<file path="src/rtl/digit_serial_adder.sv">
// digit_serial_adder: adds two WIDTH-bit operands DIGIT bits per clock,
// least significant slice first. One operation is in flight at a time.
// The result (sum, carry out, signed overflow) is held until the consumer
// takes it.
// Optional feature macro: DSA_SUB_EN. When defined, it adds the 'sub' port,
// and sub=1 computes x - y as x + ~y + 1.
module digit_serial_adder #(
  parameter int WIDTH = 32,
  parameter int DIGIT = 8
) (
  input  logic             clk,
  input  logic             rst,
  input  logic             in_valid,
  output logic             in_ready,
  input  logic [WIDTH-1:0] x,
  input  logic [WIDTH-1:0] y,
  input  logic             cin,
`ifdef DSA_SUB_EN
  input  logic             sub,
`endif
  output logic             out_valid,
  input  logic             out_ready,
  output logic [WIDTH-1:0] sum,
  output logic             cout,
  output logic             ovf
);

  localparam int N  = WIDTH / DIGIT;
  localparam int CW = (N > 1) ? $clog2(N) : 1;
  localparam logic [CW-1:0] LAST = CW'(N - 1);

  typedef enum logic [1:0] {IDLE, RUN, DONE} state_t;

  state_t           state;
  logic [CW-1:0]    cnt;
  logic             carry_q;
  logic [WIDTH-1:0] a_q;
  logic [WIDTH-1:0] b_q;
  logic [WIDTH-1:0] acc_q;

  logic [WIDTH-1:0] b_in;
  logic             c_in;
  logic [31:0]      base;
  logic [DIGIT:0]   slice_sum;
  logic [WIDTH-1:0] acc_next;

  // Two's-complement overflow: both operands share a sign that the result lacks.
  function automatic logic signed_ovf(input logic a_msb, input logic b_msb,
                                      input logic s_msb);
    return (a_msb == b_msb) && (s_msb != a_msb);
  endfunction

  // Accepting is only possible from IDLE, and never while reset is held.
  assign in_ready = (state == IDLE) && !rst;

  // Operand B and the initial carry for the selected operation.
  always_comb begin
`ifdef DSA_SUB_EN
    b_in = sub ? ~y : y;
    c_in = sub ? 1'b1 : cin;
`else
    b_in = y;
    c_in = cin;
`endif
  end

  // Slice adder: current slice of A and B, plus the carry from the previous slice.
  always_comb begin
    base      = 32'(cnt) * 32'(DIGIT);
    slice_sum = {1'b0, a_q[base +: DIGIT]} + {1'b0, b_q[base +: DIGIT]}
              + {{DIGIT{1'b0}}, carry_q};
    acc_next  = acc_q;
    acc_next[base +: DIGIT] = slice_sum[DIGIT-1:0];
  end

  // Control FSM. Partial sums build up in acc_q, and the visible result
  // registers change only on entry to DONE.
  always_ff @(posedge clk or posedge rst) begin
    if (rst) begin
      state     <= IDLE;
      cnt       <= '0;
      carry_q   <= 1'b0;
      a_q       <= '0;
      b_q       <= '0;
      acc_q     <= '0;
      sum       <= '0;
      cout      <= 1'b0;
      ovf       <= 1'b0;
      out_valid <= 1'b0;
    end else begin
      case (state)
        IDLE: begin
          if (in_valid) begin
            a_q     <= x;
            b_q     <= b_in;
            carry_q <= c_in;
            cnt     <= '0;
            state   <= RUN;
          end
        end
        // RUN: one slice per edge, LSB first
        RUN: begin
          acc_q   <= acc_next;
          carry_q <= slice_sum[DIGIT];
          if (cnt == LAST) begin
            state     <= DONE;
            out_valid <= 1'b1;
            sum       <= acc_next;
            cout      <= slice_sum[DIGIT];
            ovf       <= signed_ovf(a_q[WIDTH-1], b_q[WIDTH-1], slice_sum[DIGIT-1]);
          end else begin
            cnt <= cnt + CW'(1);
          end
        end
        // DONE: hold the result until the consumer takes it
        DONE: begin
          if (out_ready) begin
            state     <= IDLE;
            out_valid <= 1'b0;
          end
        end
        default: state <= IDLE;
      endcase
    end
  end

endmodule

</file>
<file path="config.mk">
export PLATFORM = sky130hd
export DESIGN_NAME = digit_serial_adder
export DESIGN_NICKNAME = d
export VERILOG_FILES = /design/src/rtl/digit_serial_adder.sv
export SDC_FILE = /design/constraint.sdc
export NUM_CORES = 1
export LEC_CHECK = 0
export CORE_UTILIZATION = 38
export CTS_BUF_LIST = sky130_fd_sc_hd__clkbuf_8
export CTS_CLUSTER_DIAMETER = 40
export DETAILED_ROUTE_END_ITERATION = 12
export PLACE_DENSITY_LB_ADDON = 0.08
export SETUP_SLACK_MARGIN = 0.3
export SYNTH_ARGS = -nofsm -noshare
export SYNTH_HDL_FRONTEND = slang
export SYNTH_SLANG_ARGS = --single-unit
</file>
<file path="constraint.sdc">
create_clock -name clk -period 4.4 [get_ports clk]
set_input_delay 0.66 -clock clk [delete_from_list [all_inputs] [get_ports clk]]
set_output_delay 0.66 -clock clk [all_outputs]
set_load 0.02 [all_outputs]
</file>
==> summary.md, run 1 <==
| Metric | Value |
|---|---|
| Complex-gate fraction of the synthesized area | `around 13%` |
| Vias per std cell | `5.19` |
| Final GP Congestion | `0.777` |
| CP Class | `flip-flop to flip-flop` |
| Hold Path End | `acc_q[29]$_DFFE_PP0P_` |
| Worst-margin pin slew | `around 1.0 ns` |
| Fin cells | `825` |
| HPWL reported at the end of detailed placement | `approximately 10,000 um` |
| Adder-Cell Fraction of Synth Area | `under 10%` |
| Slowest stage delay, CP | `approximately 0.54 ns` |
| Met2 Wirelength | `between 7000 and 8000 um` |
| Initial antenna violation count | `0` |
| Fin nets | `680` |
| Fin crit period | `3.29 ns` |
| Congestion Overflow GR | `0` |
| Met1 WL | `~6400 um` |
| DRC viols | `0` |
| Port Buffers | `roughly 100` |
| CP top delay family | `adder cells` |
| Largest net degree at the start of global routing | `49` |
| Rel. slew slack | `around 33%` |
| CP Cell Sequence | `buf_4 > mux4_2 > fa_1 > inv_1 > fa_1 > nor2b_4 > o31a_1 > or4b_4 > o311ai_4 > a22o_1` |
| R2R Path Start | `cnt[0]$_DFFE_PP0P_` |
| Clock transition at the registers of the reported paths | `0.07 ns` |
| Register area share after synthesis | `54.6%` |
| Final hold vios | `0` |
| Count of TritonRoute iterations in the first routing pass | `4` |
| Nature of the critical path endpoint | `flip-flop` |
| Vias in the first global route | `around 4,400` |
| CP startpoint | `cnt[0]$_DFFE_PP0P_` |
| Syn Area/Cell | `between 10 and 15 um^2` |
| Core Rows | `between 40 and 50` |
| Drt first-iter violations | `312` |
| Worst EP arrival | `3.67 ns` |
| Syn Nets | `570` |
| CTS tree | `built` |
| Worst endpoint required time | `4.78 ns` |
| Main synth FF type | `dfrtp_1` |
| ANT nets after route | `0` |
| WL met3 | `slightly above 600 um` |
| Post-cts resize count | `0` |
| Buf+Inv Stages, Crit Path | `2` |
| Period Utilization, post-route | `74.7%` |
| Hold_sp | `acc_q[29]$_DFFE_PP0P_` |
| Reg2reg end | `acc_q[30]$_DFFE_PP0P_` |
| Startpoint Class | `flip-flop` |
| Initial Util | `just under 40%` |
| Io pins | `around 110` |
| Clock sink total | `~140` |
| Max Slew Vio Count | `0` |
| RSZ-0062 raised after global routing | `false` |
| Reg2reg setup slack | `~1.1 ns` |
| Skew-Pair Late Insertion Delay | `roughly 0.45 ns` |
| Async SR Flop Fraction | `between 90% and 100%` |
| DR top layer | `met4` |
| Max-Cap Viols | `0` |
| Core ar. | `~0.016 mm^2` |
| Hold path depth | `1` |
| Ratio of cells with drive above 1 in the final layout | `between 20% and 30%` |
| H-tree depth | `4` |
| Die Span Y | `around 130 um` |
| Clock tree buffer depth | `2` |
| Setup TNS | `0 ns` |
| WL final | `14,700 um` |
| Worst R2R Path Depth | `10` |
| Vias | `approximately 4,300` |
| Hold WC Path Type | `flip-flop to flip-flop` |
| XOR/XNOR Fraction of Synth Area | `less than 1%` |
| Post-Syn Instances | `slightly below 500` |
| EDFF count, synth | `0` |
| Die width | `130 um` |
| Worst Skew | `0.00808 ns` |
| Post-Syn Area | `between 0.006 and 0.007 mm^2` |
| Final setup vio count | `0` |
| Multiplexer share of the synthesized area | `17.7%` |
| Die footprint | `0.0169 mm^2` |
| Dpl cells | `slightly below 800` |
| CTS Buf Count | `17` |
| Critical path fanouts, max | `10` |
| Max Clock Freq | `304 MHz` |
| Combinational family with the most area after synthesis | `multiplexers` |
| Outcome | `completed` |
| Worst path slowest cell | `mux4_2` |
| Area grow syn2layout | `28.1%` |
| Post-Synth Simple-Gate Area | `about 8%` |
| Yosys warns | `0` |
| First-pass GRT wire length | `~24,000 um` |
| Most used cell, CP | `fa_1` |
| Post-CTS setup buffer count | `0` |
| CTS Root Cell | `clkbuf_8` |
| Antenna diodes | `0` |
| GRT Util Overall | `a little under a fifth` |
| Synth Register Bits | `about 140` |
| Netlist cell types | `48` |
| Wire per inst | `between 15 and 20 um` |
| Util after Layout | `between 50% and 60%` |
| Hold Buf Count CTS | `0` |
-- worst max-delay path by stage --
stage	to	slack (ns)	depth (start not counted)
final	acc_q[30]$_DFFE_PP0P_	1.11	10
after detailed placement	acc_q[14]$_DFFE_PP0P_	1.08	10
after global routing	ovf$_DFFE_PP0P_	0.84	8
after CTS	acc_q[30]$_DFFE_PP0P_	1.07	10
after global placement	ovf$_DFFE_PP0P_	1.10	8
after floorplan	acc_q[14]$_DFFE_PP0P_	1.24	10
-- layout make-up --
cell class / count / area (um^2)
multi-input combinational: 306 / 2660
timing repair buffer: 118 / 1170
clock buffer: 21 / 289
inverter: 17 / 67.6
tap: 216 / 270
clock inverter: 11 / 130
sequential: 136 / 3400
fill: 1406 / 7960
-- metal layers --
metal / global-route usage, % / up-vias
met5: 0 / -
met4: 6.57 / 0
met3: 4.35 / 16
met2: 32.5 / 109
met1: 23.7 / 2136
li1: - / 2017
-- metrics by stage --
stage / hold slack [ns] / setup WS [ns] / cell area (um^2)
global route: 0.519 / 0.843 / 7990
finish: 0.505 / 1.11 / 7990
detailed placement: 0.482 / 1.08 / 7570
floorplan: 0.466 / 1.24 / 6240
global placement: 0.482 / 1.10 / 7570
CTS: 0.506 / 1.07 / 7990
-- layout by cell type (no fill, tap or decap), drive strengths merged, types with 2 or more instances in the layout --
cell type,count
o311ai,2
a221oi,26
a21oi,8
and3,2
dfrtp,136
a22oi,3
nor3,2
clkinvlp,3
and2,5
o2111ai,2
a21o,3
nand2,22
o21a,2
nor2,60
a211oi,4
clkbuf,21
buf,14
fa,2
mux4,16
nor3b,3
nand3,2
a22o,32
o21ai,12
ha,13
bufinv,3
clkdlybuf4s50,104
inv,18
a31o,4
nor2b,3
clkinv,4
mux2,65
-- state kept, by name, summed over array words and instances, names as in the netlist --
register	cells
state	2
out_valid	1
carry_q	1
acc_q	32
sum	32
cout	1
ovf	1
b_q	32
cnt	2
a_q	32
-- synth_stat cells, drive strengths merged (2+ instances only) --
master	n	area share (%)
nor2b	3	0.42
o21ai	12	0.96
and2	5	0.50
buf	12	0.98
mux4	16	5.8
a211oi	4	0.56
nand2	22	1.3
a21o	3	0.36
nand3	2	0.16
nor3	2	0.16
clkinv	2	0.12
a21oi	8	0.64
a221oi	26	3.7
ha	13	2.6
a22o	32	4.5
a22oi	3	0.36
inv	15	0.90
o311ai	2	0.68
clkbuf	15	0.90
o2111ai	2	0.28
and3	2	0.20
nor2	60	3.6
a31o	4	0.56
fa	2	0.64
dfrtp	136	55
o21a	2	0.24
mux2	65	12
nor3b	3	0.44
-- logic make-up (layout without fill, tap and decap cells) --
group | after synthesis | after routing
compound gates | 103 | 103
simple gates | 105 | 105
flops | 136 | 136
mux | 82 | 82
xor+xnor | 1 | 1
fa+ha+maj | 15 | 15
buf+inv | 44 | 167
Power of run 1 is not shown: default switching activity piles up to over one toggle a cycle in this logic, so the estimate is an artifact.
==> inputs of run 2 (changes only) <==
Clock period 4.4 ns to 2.8 ns, I/O delays scaled along.
==> summary.md, run 2 (synthesized netlist as in run 1, its figures left out) <==
| Metric | Value |
|---|---|
| Die Span Y | `130 um (unchanged)` |
| Slowest stage delay, CP | `0.54 ns (about the same)` |
| WL met3 | `622 um (+0.16%)` |
| Clock sink total | `136 (unchanged)` |
| Hold WC Path Type | `flip-flop to flip-flop` |
| Worst R2R Path Depth | `9 (-1)` |
| Clock transition at the registers of the reported paths | `0.08 ns (about the same)` |
| GRT Util Overall | `19.4% (+0.38 points)` |
| Io pins | `105 (unchanged)` |
| Final GP Congestion | `0.795 (+2.3%)` |
| Die width | `130 um (unchanged)` |
| Met1 WL | `6450 um (+0.61%)` |
| Wire per inst | `18.0 um (+0.48%)` |
| Worst-margin pin slew | `0.532 ns (-0.477 ns)` |
| Worst EP arrival | `3.29 ns (-0.38 ns)` |
| Max Clock Freq | `344 MHz (+13%)` |
| DR top layer | `met4` |
| Final setup vio count | `12 (+12)` |
| Worst Skew | `0.0121 ns (+0.00404 ns)` |
| Critical path fanouts, max | `8 (-2)` |
| Core ar. | `0.0159 mm^2 (unchanged)` |
| Period Utilization, post-route | `104% (+29 points)` |
| Port Buffers | `104 (unchanged)` |
| Final hold vios | `0 (unchanged)` |
| Nature of the critical path endpoint | `flip-flop` |
| Antenna diodes | `0 (unchanged)` |
| CP top delay family | `compound AO/OA/AOI/OAI gates` |
| WHS | `0.502 ns (-0.00222 ns)` |
| Final setup margin | `-0.107 ns (-1.22 ns)` |
| Startpoint Class | `flip-flop` |
| Congestion Overflow GR | `0 (unchanged)` |
| Worst endpoint required time | `3.18 ns (-1.60 ns)` |
| Hold Buf Count CTS | `0 (unchanged)` |
| Largest net degree at the start of global routing | `100 (+100%)` |
| Max Slew Vio Count | `0 (unchanged)` |
| Vias in the first global route | `4,489 (+1.9%)` |
| Most common cell after layout, fill and taps aside | `dfrtp_1` |
| Drt first-iter violations | `130 (-58%)` |
| Skew-Pair Late Insertion Delay | `0.45 ns (about the same)` |
| Worst path slowest cell | `mux4_2` |
| Vias | `4,399 (+2.8%)` |
| CTS Buf Count | `17 (unchanged)` |
| HPWL reported at the end of detailed placement | `10,800 um (+3.0%)` |
| Initial antenna violation count | `0 (unchanged)` |
| CP Class | `flip-flop to flip-flop` |
| Core Rows | `46 (unchanged)` |
| Initial Util | `39.1% (unchanged)` |
| Outcome | `finished, violations left` |
| Buf+Inv Stages, Crit Path | `1 (-1)` |
| DRC viols | `0 (unchanged)` |
| Failing checks | `setup timing` |
| Met2 Wirelength | `8160 um (+8.4%)` |
| Clock tree buffer depth | `2 (unchanged)` |
| CTS tree | `built` |
| CTS Root Cell | `clkbuf_8` |
| Max-Cap Viols | `0 (unchanged)` |
| H-tree depth | `4 (unchanged)` |
| Most used cell, CP | `fa_2` |
| RSZ-0062 raised after global routing | `true` |
| Util after Layout | `54.2% (+4.1 points)` |
| Count of TritonRoute iterations in the first routing pass | `4 (unchanged)` |
| Rel. slew slack | `64.6% (+32 points)` |
| Area grow syn2layout | `38.7%` |
| Die footprint | `0.0169 mm^2 (unchanged)` |
| CP Cell Sequence | `mux4_2 > fa_2 > inv_2 > fa_2 > nor2b_4 > o31a_1 > or4b_4 > o311ai_4 > a22o_1` |
| Hold path depth | `2 (+1)` |
| Fin crit period | `2.91 ns (-0.381 ns)` |
| Vias per std cell | `5.15 (-0.66%)` |
| Ratio of cells with drive above 1 in the final layout | `33.7% (+12 points)` |
| WL final | `15,300 um (+4.0%)` |
| Most frequent cells in the layout | `135 x dfrtp_1, 104 x clkdlybuf4s50_1, 65 x mux2_2` |
| WP depth | `9 (-1)` |
| Fin nets | `710 (+4.4%)` |
| First-pass GRT wire length | `24,300 um (+1.9%)` |
| ANT nets after route | `0 (unchanged)` |
==> run 2: final timing paths <==
check	start	slack, ns	to
setup reg to reg	cnt[0]$_DFFE_PP0P_	-0.11	acc_q[22]$_DFFE_PP0P_
hold / removal	ovf$_DFFE_PP0P_	0.50	ovf$_DFFE_PP0P_
setup / recovery	cnt[0]$_DFFE_PP0P_	-0.11	acc_q[22]$_DFFE_PP0P_
hold reg to reg	ovf$_DFFE_PP0P_	0.50	ovf$_DFFE_PP0P_
max in group asynchronous	rst	1.88	b_q[17]$_DFFE_PP0P_
min in group asynchronous	rst	0.52	acc_q[27]$_DFFE_PP0P_
==> run 2: final cells by class <==
class / instances / area (um^2)
Clock buffer: 18 / 248
Clock inverter: 13 / 154
Sequential cell: 136 / 3400
Fill cell: 1404 / 7300
Multi-Input combinational cell: 306 / 3010
Tap cell: 216 / 270
Timing Repair Buffer: 148 / 1490
Inverter: 17 / 75.1
==> run 2: what timing repair did <==
action,CTS,global route
gates resized for setup,42,28
pin swaps,9,19
setup buffers,3,2
setup endpoints to repair,52,60
gates cloned,0,0
==> run 2: metrics by stage <==
| stage | instance area, um^2 | worst slack (ns) | TNS (ns) | std cells |
|---|---|---|---|---|
| global route | 8640 | -0.191 | -2.49 | 854 |
| global placement | 7840 | -0.129 | -1.67 | 818 |
| finish | 8640 | -0.107 | -0.892 | 854 |
| detailed placement | 7840 | -0.205 | -3.45 | 818 |
| floorplan | 6270 | -0.164 | -1.28 | 486 |
| CTS | 8480 | -0.120 | -0.831 | 852 |
==> run 2: routing by layer <==
metal	vias up	track usage (%)
met5	-	0
met4	0	4.51
met3	7	5.70
met2	96	33.7
met1	2216	23.8
li1	2080	-
==> run 2: worst reg2reg max path, delay by kind of cell (launching register included) <==
kind,cells,cell delay (ns)
AOI/OAI and AO/OA,3,0.65
adders and majority gates,2,0.60
buffers and inverters,1,0.07
DFF,1,0.45
muxes,1,0.54
and+or+nand+nor,2,0.54
Power of run 2 is left out for the same reason.
==> inputs of run 3 (changes only) <==
Settings changed: CORE_UTILIZATION 38 to 50, RECOVER_POWER from default to 50.
==> summary.md, run 3 (synthesized netlist as in run 1, its figures left out) <==
| Metric | Value |
|---|---|
| Hold WC Path Type | `flip-flop to flip-flop` |
| Rel. slew slack | `-20.1% (-85 points)` |
| Congestion Overflow GR | `0 (unchanged)` |
| Drt first-iter violations | `362 (+180%)` |
| Fin crit period | `2.92 ns (+0.0166 ns)` |
| Hold path depth | `2 (unchanged)` |
| Max-Cap Viols | `1 (+1)` |
| Nature of the critical path endpoint | `flip-flop` |
| Die width | `114 um (-13%)` |
| Setup TNS | `-1.11 ns (-0.215 ns)` |
| Failing checks | `capacitance limit, slew limit, setup timing` |
| Reg2reg setup slack | `-0.12 ns (-0.02 ns)` |
| Wire per inst | `18.7 um (+4.2%)` |
| CTS Buf Count | `17 (unchanged)` |
| Core Rows | `40 (-13%)` |
| Port Buffers | `104 (unchanged)` |
| CP Class | `flip-flop to flip-flop` |
| Vias per std cell | `5.65 (+9.6%)` |
| R2R Path Start | `cnt[0]$_DFFE_PP0P_` |
| Final GP Congestion | `0.834 (+4.9%)` |
| Hold_sp | `sum[5]$_DFFE_PP0P_` |
| Die Span Y | `114 um (-13%)` |
| Ratio of cells with drive above 1 in the final layout | `32.6% (-1.1 points)` |
| Skew-Pair Late Insertion Delay | `0.44 ns (about the same)` |
| Dpl cells | `768 (-6.1%)` |
| Most common cell after layout, fill and taps aside | `dfrtp_1` |
| Worst-margin pin slew | `1.80 ns (+1.27 ns)` |
| Area grow syn2layout | `37.1%` |
| Pre-CTS WS | `-0.187 ns (+0.0179 ns)` |
| Max Slew Vio Count | `137 (+137)` |
| Initial antenna violation count | `0 (unchanged)` |
| Outcome | `finished, violations left` |
| Initial Util | `51.7% (+13 points)` |
| Worst Skew | `0.00913 ns (-0.00299 ns)` |
| Max Clock Freq | `342 MHz (-0.57%)` |
| Startpoint Class | `flip-flop` |
| Fin nets | `710 (unchanged)` |
| Final setup vio count | `13 (+1)` |
| First-pass GRT wire length | `24,600 um (+1.4%)` |
| Die footprint | `0.0129 mm^2 (-24%)` |
| WL final | `15,100 um (-1.5%)` |
| Placed cell areas | `0.00775 mm^2 (-1.1%)` |
| Vias | `4,556 (+3.6%)` |
| Period Utilization, post-route | `104% (+0.59 points)` |
| Clock tree buffer depth | `2 (unchanged)` |
| CTS tree | `built` |
| Reg2reg end | `acc_q[30]$_DFFE_PP0P_` |
| Final Cell Area | `0.00855 mm^2 (-1.1%)` |
| GRT Util Overall | `25.3% (+5.8 points)` |
| Most frequent cells in the layout | `135 x dfrtp_1, 103 x clkdlybuf4s50_1, 65 x mux2_2` |
| H-tree depth | `4 (unchanged)` |
| Fin cells | `807 (-5.5%)` |
| Clock transition at the registers of the reported paths | `0.08 ns (about the same)` |
| Vias in the first global route | `4,769 (+6.2%)` |
| Antenna diodes | `0 (unchanged)` |
| DRC viols | `0 (unchanged)` |
| Hold Path End | `sum[5]$_DFFE_PP0P_` |
| Worst EP arrival | `3.30 ns (about the same)` |
| Core ar. | `0.0121 mm^2 (-24%)` |
| Critical path fanouts, max | `8 (unchanged)` |
| Largest net degree at the start of global routing | `137 (+37%)` |
| HPWL reported at the end of detailed placement | `10,300 um (-4.4%)` |
| Final setup margin | `-0.124 ns (-0.0166 ns)` |
| Io pins | `105 (unchanged)` |
| Count of TritonRoute iterations in the first routing pass | `4 (unchanged)` |
| Final hold vios | `0 (unchanged)` |
| Worst endpoint required time | `3.18 ns (about the same)` |
| Clock sink total | `136 (unchanged)` |
| CTS Root Cell | `clkbuf_8` |
| ANT nets after route | `0 (unchanged)` |
| Worst R2R Path Depth | `9 (unchanged)` |
| RSZ-0062 raised after global routing | `true` |
[run 3: how the worst max path moves through the flow]
| stage | start | end | slack [ns] | cells after the start |
|---|---|---|---|---|
| floorplan | cnt[0]$_DFFE_PP0P_ | acc_q[14]$_DFFE_PP0P_ | -0.16 | 10 |
| global placement | cnt[0]$_DFFE_PP0P_ | acc_q[14]$_DFFE_PP0P_ | -0.11 | 9 |
| detailed placement | cnt[0]$_DFFE_PP0P_ | acc_q[14]$_DFFE_PP0P_ | -0.19 | 9 |
| CTS | cnt[0]$_DFFE_PP0P_ | acc_q[30]$_DFFE_PP0P_ | -0.13 | 9 |
| global route | cnt[0]$_DFFE_PP0P_ | sum[14]$_DFFE_PP0P_ | -0.21 | 9 |
| finish | cnt[0]$_DFFE_PP0P_ | acc_q[30]$_DFFE_PP0P_ | -0.12 | 9 |
[run 3: final cells by class]
type / count / area [um^2]
Clock buffer: 20 / 275
Clock inverter: 12 / 196
Fill cell: 859 / 3510
Inverter: 17 / 77.6
Multi-Input combinational cell: 306 / 2910
Sequential cell: 136 / 3400
Tap cell: 168 / 210
Timing Repair Buffer: 148 / 1480
[run 3: through the flow]
stage                     hold slack [ns]  util [%]
final                               0.498      70.9
after global routing                0.514      70.9
after CTS                           0.499      69.9
after detailed placement            0.478      64.3
after global placement              0.465      64.3
after floorplan                     0.466         -
[run 3: per-layer routing]
layer | vias up | global-route usage, % | part of all wire [%]
li1 | 2079 | - | -
met4 | 0 | 11.8 | 2.4
met3 | 19 | 5.21 | 4.0
met1 | 2321 | 29.9 | 39
met2 | 137 | 44.2 | 54
met5 | - | 0 | 0
[run 3: worst max-delay path: stages, from the launching register on]
cell and delay [ns]:
dfrtp_2 0.45, mux4_2 0.55, fa_2 0.39, inv_2 0.07, fa_2 0.23, nor2b_4 0.05, o31a_1 0.25, or4b_4 0.50
o311ai_4 0.16, a22o_1 0.23
[run 3: timing repair]
action / in CTS / in global routing
resized for setup: 40 / 24
hold buffers: 0 / 0
pin swaps: 19 / 21
gates cloned: 1 / 0
setup endpoints to repair: 61 / 61
buffers inserted: 3 / 3
Power of run 3 is left out for the same reason.
